### config.mk
export PLATFORM = sky130hd
export DESIGN_NAME = n64_tx_serializer
export DESIGN_NICKNAME = d
export VERILOG_FILES = /design/src/rtl/n64_pkg.sv /design/src/rtl/n64_quarter_tick.sv /design/src/rtl/n64_tx_serializer.sv
export SDC_FILE = /design/constraint.sdc
export NUM_CORES = 1
export LEC_CHECK = 0
export BUFFER_PORTS_ARGS = -buffer_cell sky130_fd_sc_hd__buf_4
export CORE_MARGIN = 10
export CORE_UTILIZATION = 51
export CTS_CLUSTER_SIZE = 16
export DETAILED_ROUTE_END_ITERATION = 16
export PLACE_DENSITY_LB_ADDON = 0.25
export REMOVE_ABC_BUFFERS = 1
export SLEW_MARGIN = 20
export SYNTH_ARGS = -nofsm -noshare
export SYNTH_HDL_FRONTEND = slang
export SYNTH_SLANG_ARGS = --single-unit
### constraint.sdc
create_clock -name clk -period 2 [get_ports clk]
set_input_delay 0.1 -clock clk [delete_from_list [all_inputs] [get_ports clk]]
set_output_delay 0.1 -clock clk [all_outputs]
set_load 0.005 [all_outputs]
### src/rtl/n64_pkg.sv
// n64_pkg: shared types and constants for the N64-style serial transmitter.
// Holds the FSM state encoding and the 4-quarter line patterns for each symbol.
// Patterns are read MSB first in time: pattern[3] is quarter 0, pattern[0] is quarter 3.
package n64_pkg;

   typedef enum logic [1:0] {
      IDLE = 2'd0,
      BIT  = 2'd1,
      STOP = 2'd2
   } n64_state_t;

   // Line levels for quarters 0..3, read from bit 3 down to bit 0.
   localparam logic [3:0] PAT_BIT0 = 4'b0001;
   localparam logic [3:0] PAT_BIT1 = 4'b0111;
   localparam logic [3:0] PAT_STOP = 4'b0111;

   // Line level of quarter q (0 = first in time) of a symbol pattern.
   function automatic logic quarter_level(input logic [3:0] pat, input logic [1:0] q);
      return pat[2'd3 - q];
   endfunction

   // Pattern for one payload bit.
   function automatic logic [3:0] bit_pattern(input logic b);
      return b ? PAT_BIT1 : PAT_BIT0;
   endfunction

endpackage

### src/rtl/n64_quarter_tick.sv
// n64_quarter_tick: quarter-slot strobe generator.
// Ports: clk, Reset (async, active-low), start (clears the count, used on accept),
//        run (count while a frame is active), slot_end (high in the last cycle of each slot).
module n64_quarter_tick
   import n64_pkg::*;
#(
   parameter int CLKS_PER_QUARTER = 12
) (
   input  logic clk,
   input  logic Reset,
   input  logic start,
   input  logic run,
   output logic slot_end
);

   localparam int TW = (CLKS_PER_QUARTER > 1) ? $clog2(CLKS_PER_QUARTER) : 1;
   localparam logic [TW-1:0] LAST = TW'(CLKS_PER_QUARTER - 1);

   logic [TW-1:0] tick;

   // With CLKS_PER_QUARTER == 1, LAST is 0 and every running cycle ends a slot.
   assign slot_end = run && (tick == LAST);

   always_ff @(posedge clk or negedge Reset) begin
      if (!Reset) begin
         tick <= '0;
      end else if (start) begin
         tick <= '0;
      end else if (run) begin
         tick <= slot_end ? '0 : tick + TW'(1);
      end else begin
         tick <= '0;
      end
   end

endmodule

### src/rtl/n64_tx_serializer.sv
// n64_tx_serializer: sends up to DATA_W payload bits MSB-first plus an optional stop bit,
// each bit coded as four quarter slots of CLKS_PER_QUARTER clk cycles.
// Ports: clk, Reset (async, active-low); tx_data/tx_len/tx_stop/tx_valid request,
//        tx_ready (high only in IDLE); Data_Out serial line (idle high), busy, done pulse.
module n64_tx_serializer
   import n64_pkg::*;
#(
   parameter int DATA_W           = 8,
   parameter int CLKS_PER_QUARTER = 12
) (
   input  logic                        clk,
   input  logic                        Reset,
   input  logic [DATA_W-1:0]           tx_data,
   input  logic [$clog2(DATA_W+1)-1:0] tx_len,
   input  logic                        tx_stop,
   input  logic                        tx_valid,
   output logic                        tx_ready,
   output logic                        Data_Out,
   output logic                        busy,
   output logic                        done
);

   localparam int LW = $clog2(DATA_W + 1);

   n64_state_t        state;
   logic [1:0]        qcnt;
   logic [LW-1:0]     bits_left;
   logic [DATA_W-1:0] shreg;
   logic              stop_l;

   logic              accept;
   logic              run;
   logic              slot_end;
   logic [LW-1:0]     len_c;
   logic [DATA_W-1:0] shreg_nxt;
   logic [3:0]        cur_pat;

   assign accept    = tx_valid && tx_ready;
   assign run       = (state != IDLE);
   assign len_c     = (tx_len > LW'(DATA_W)) ? LW'(DATA_W) : tx_len;
   // The bit being sent is always the MSB of shreg; the next bit is shifted up into it.
   assign shreg_nxt = shreg << 1;

   always_comb begin
      cur_pat = PAT_STOP;
      if (state == BIT) begin
         cur_pat = bit_pattern(shreg[DATA_W-1]);
      end
   end

   n64_quarter_tick #(
      .CLKS_PER_QUARTER(CLKS_PER_QUARTER)
   ) u_tick (
      .clk     (clk),
      .Reset   (Reset),
      .start   (accept),
      .run     (run),
      .slot_end(slot_end)
   );

   always_ff @(posedge clk or negedge Reset) begin
      if (!Reset) begin
         state     <= IDLE;
         qcnt      <= 2'd0;
         bits_left <= '0;
         shreg     <= '0;
         stop_l    <= 1'b0;
         Data_Out  <= 1'b1;
         tx_ready  <= 1'b1;
         busy      <= 1'b0;
         done      <= 1'b0;
      end else begin
         done <= 1'b0;
         case (state)
            IDLE: begin
               if (accept) begin
                  shreg     <= tx_data;
                  stop_l    <= tx_stop;
                  bits_left <= len_c;
                  qcnt      <= 2'd0;
                  if (len_c != '0) begin
                     state    <= BIT;
                     Data_Out <= quarter_level(bit_pattern(tx_data[DATA_W-1]), 2'd0);
                     busy     <= 1'b1;
                     tx_ready <= 1'b0;
                  end else if (tx_stop) begin
                     state    <= STOP;
                     Data_Out <= quarter_level(PAT_STOP, 2'd0);
                     busy     <= 1'b1;
                     tx_ready <= 1'b0;
                  end else begin
                     // Empty frame: completes immediately, line never leaves idle.
                     done <= 1'b1;
                  end
               end
            end
            BIT, STOP: begin
               if (slot_end) begin
                  if (qcnt != 2'd3) begin
                     qcnt     <= qcnt + 2'd1;
                     Data_Out <= quarter_level(cur_pat, qcnt + 2'd1);
                  end else begin
                     qcnt <= 2'd0;
                     if ((state == BIT) && (bits_left > LW'(1))) begin
                        bits_left <= bits_left - LW'(1);
                        shreg     <= shreg_nxt;
                        Data_Out  <= quarter_level(bit_pattern(shreg_nxt[DATA_W-1]), 2'd0);
                     end else if ((state == BIT) && stop_l) begin
                        bits_left <= '0;
                        state     <= STOP;
                        Data_Out  <= quarter_level(PAT_STOP, 2'd0);
                     end else begin
                        // Frame end: the first IDLE cycle carries done with the line high.
                        bits_left <= '0;
                        state     <= IDLE;
                        Data_Out  <= 1'b1;
                        busy      <= 1'b0;
                        tx_ready  <= 1'b1;
                        done      <= 1'b1;
                     end
                  end
               end
            end
            default: begin
               state    <= IDLE;
               Data_Out <= 1'b1;
               busy     <= 1'b0;
               tx_ready <= 1'b1;
            end
         endcase
      end
   end

endmodule
==> flow_metrics.tcl <==
set metrics [dict create \
    run_status "completed" \
    grt_max_degree 26 \
    dieHeight_um 73.6 \
    dieArea_um2 5420 \
    vias 1112 \
    synth_seq_cells 25 \
    p_leak_nw 0.780 \
    fin_setup_tns_ns 0 \
    chipWidth_um 73.6 \
    wl_per_cell_um 15.8 \
    finalHoldViolations 0 \
    clockPowerShare_pct 28.1 \
    yosysSeqAreaShare_pct 42.8 \
    layout_min_cycle_time_ns 1.89 \
    synth_top_area_cell "dfrtp_1" \
    grt_util_met2_pct 19.0 \
    wirelength_mm 3.05 \
    gr-total-overflow 0 \
    yosysUniqueCellTypes 39 \
    diodes 0 \
    worst_r2r_endpoint "shreg[2]" \
    worst_hold_slack_ns 0.0139 \
    hp-class "input pin to flop" \
    postSynth.asyncResetShare_pct 100 \
    peakVddDrop_mv 0.327 \
    yosysMostFrequentCell "dfrtp_1" \
    ys_top_cells_by_area "dfrtp_1 (39%), mux2_2 (15%), ha_1 (6.0%)" \
    synthToLayoutAreaGrowth_pct 20.4 \
    grt_util_met1_pct 12.9 \
    power_frac_comb_pct 7.5 \
    htree_levels 1 \
    stdcell_area_um2 1770 \
    fin_crit_sh_pct 94.5 \
    cp.buffers_inverters 2 \
    startpoint_type "flop" \
    cts_tree "done" \
    place_area_um2 1650 \
    met3_usage_pct 3.10 \
    vias_per_cell 5.76 \
    track_usage_pct 11.3 \
    dp_cells 183 \
    min_to "stop_l" \
    yosysWarnings 0 \
    root_buffer "clkbuf_4" \
    p_sw_share_pct 21.8 \
    worstPathMaxFanout 8 \
    cts.path.max_buffers 2 \
    fmax_ghz 0.529 \
    cap_violations 0 \
    drcViolationCount 0 \
    grt_pass1_wl_mm 4.98 \
    power_switching_w 0.000174 \
    stdcell_count 193 \
    clk_pin_slew_ns 0.13 \
    ioPinCount 20 \
    seqPwrFrac_pct 64.4 \
    port_buffers 19 \
    power.density_nw_per_um2 454 \
    netlist_area_um2 1470 \
    worstHoldPathCells 2 \
    finish.net_count 186 \
    ys.flop_type "dfrtp_1" \
    syn-mean-instance-area_um2 11.1 \
    core_area_um2 2760 \
    r2r-start "state[1]" \
    dr.pass1.iters 4 \
    yosysTopAreaCellShare_pct 39.2 \
    slowest_delay_ns 0.40 \
    min_from "tx_stop" \
    drv_slew 0 \
    syn_inst 132 \
    crit_path_end_kind "flop" \
    total_power_w 0.000802 \
    rsz0062_at_grt "no" \
    dr.first_iter.drc_count 42 \
    crit_type "flop to flop" \
    critical_path.top_delay_family "simple AND/OR/NAND/NOR gates" \
    antenna_found_initial 0 \
    synthTopCellsByCount "dfrtp_1 (23), mux2_2 (20), inv_1 (9), nand2_1 (9), o21ai_0 (9)" \
    setup_viol 0 \
    path_cells "inv_1 > ha_2 > and4bb_4 > nand2_2 > o22ai_4 > buf_12 > mux2_2" \
    gp_congestion 0.853 \
    drt.antenna.violating_nets 0 \
    clk-insertion-delay-late_ns 0.32 \
    fin_skew_ns 0.00106 \
    crit_arrival_ns 2.11 \
    grt_pass1_vias 1140 \
    initial_utilization_pct 53.2 \
    internal-power_w 0.000628 \
    top_usage_layer "met2" \
    slew_headroom_pct 69.0 \
    cts_num_sinks 25 \
    r2r_cells 7 \
    numCtsBuffers 3 \
    rrSetupSlack_ns 0.11 \
    critical_path_required_ns 2.22 \
    rows 19 \
    slowest_stage "dfrtp_1" \
    worstMarginPinSlew_ns 0.460 \
    synth_edf_count 0 \
    drive_above_1_share_pct 38.3 \
    hpwl_mm 2.29 \
]
==> registers in the layout, indices dropped and copies added, names as in the netlist <==
signal / count
Data_Out: 1
bits_left: 4
busy: 1
done: 1
qcnt: 2
shreg: 8
state: 2
stop_l: 1
tx_ready: 1
u_tick.tick: 4
==> cells by family (layout without fill, tap and decap cells) <==
family                   count (synthesis)  in the layout  synth area share, %
AO/OA/AOI/OAI                           30             30                 17.1
XOR/XNOR                                 1              1                0.597
adder cells (fa/ha/maj)                  7              7                 5.97
buffers and inverters                   13             43                 4.52
flip-flops                              25             25                 42.8
multiplexers                            23             23                 17.4
AND/OR/NAND/NOR                         33             33                 11.6
==> stage by stage <==
step / util (%) / setup WS, ns
after global placement: 59.9 / 0.128
after floorplan: - / -0.117
after global routing: 64.0 / 0.0252
after detailed placement: 59.9 / 0.0357
final: 64.0 / 0.110
after CTS: 61.6 / 0.0192
==> repair_timing <==
| item | in CTS | in global routing |
|---|---|---|
| gates resized for setup | 0 | 7 |
| endpoints found under the setup margin | 0 | 9 |
| hold endpoints to repair | 26 | 0 |
| hold buffers | 2 | 0 |
| setup buffers | 0 | 4 |
==> cell type report <==
type	instances	area [um^2]
multi-input cells	94	796
well taps	31	38.8
fillers	229	992
repair buffers	30	243
inverters	9	33.8
flip-flops and latches	25	628
clock buffers	4	26.3
==> how the worst max path moves through the flow <==
stage               slack, ns  endpoint      from  cells after the start
floorplan               -0.12  shreg[1]  state[0]                      5
global placement         0.13  shreg[7]  state[0]                      5
detailed placement       0.04  shreg[5]  state[0]                      6
CTS                      0.02  shreg[5]  state[0]                      6
global route             0.03  shreg[6]  state[1]                      7
finish                   0.11  shreg[2]  state[1]                      7
==> cell usage in the layout (no fill, tap or decap), types with 2 or more instances in the layout <==
cell type	Yosys	routed
mux2_4	0	4
clkbuf_4	0	3
o21ai_0	9	9
ha_1	7	6
nand3_1	3	3
dlygate4sd3_1	0	2
buf_4	0	27
a21oi_1	5	5
mux2_2	20	16
and3_1	2	2
nor3_1	2	2
a2bb2oi_1	2	2
nand2_1	9	8
dfstp_2	2	2
dfrtp_1	23	23
mux2i_1	3	3
o2bb2ai_1	2	2
inv_1	9	9
nor2_1	8	8
==> layer usage <==
layer,routed length (um),part of all wire (%)
met4,43,1.4
met5,0,0
met3,154,5.1
met2,1480,49
met1,1370,45
==> power groups by stage <==
| stage | Clock [W] | Sequential, W | Combinational (W) |
|---|---|---|---|
| global route | 0.000250 | 0.000517 | 0.0000671 |
| CTS | 0.000229 | 0.000516 | 0.0000591 |
| floorplan | 0 | 0.000525 | 0.0000182 |
| detailed placement | 0 | 0.000526 | 0.0000560 |
| finish | 0.000226 | 0.000516 | 0.0000602 |
| global placement | 0 | 0.000525 | 0.0000532 |
No activity file was read; power rests on OpenSTA's default activity.
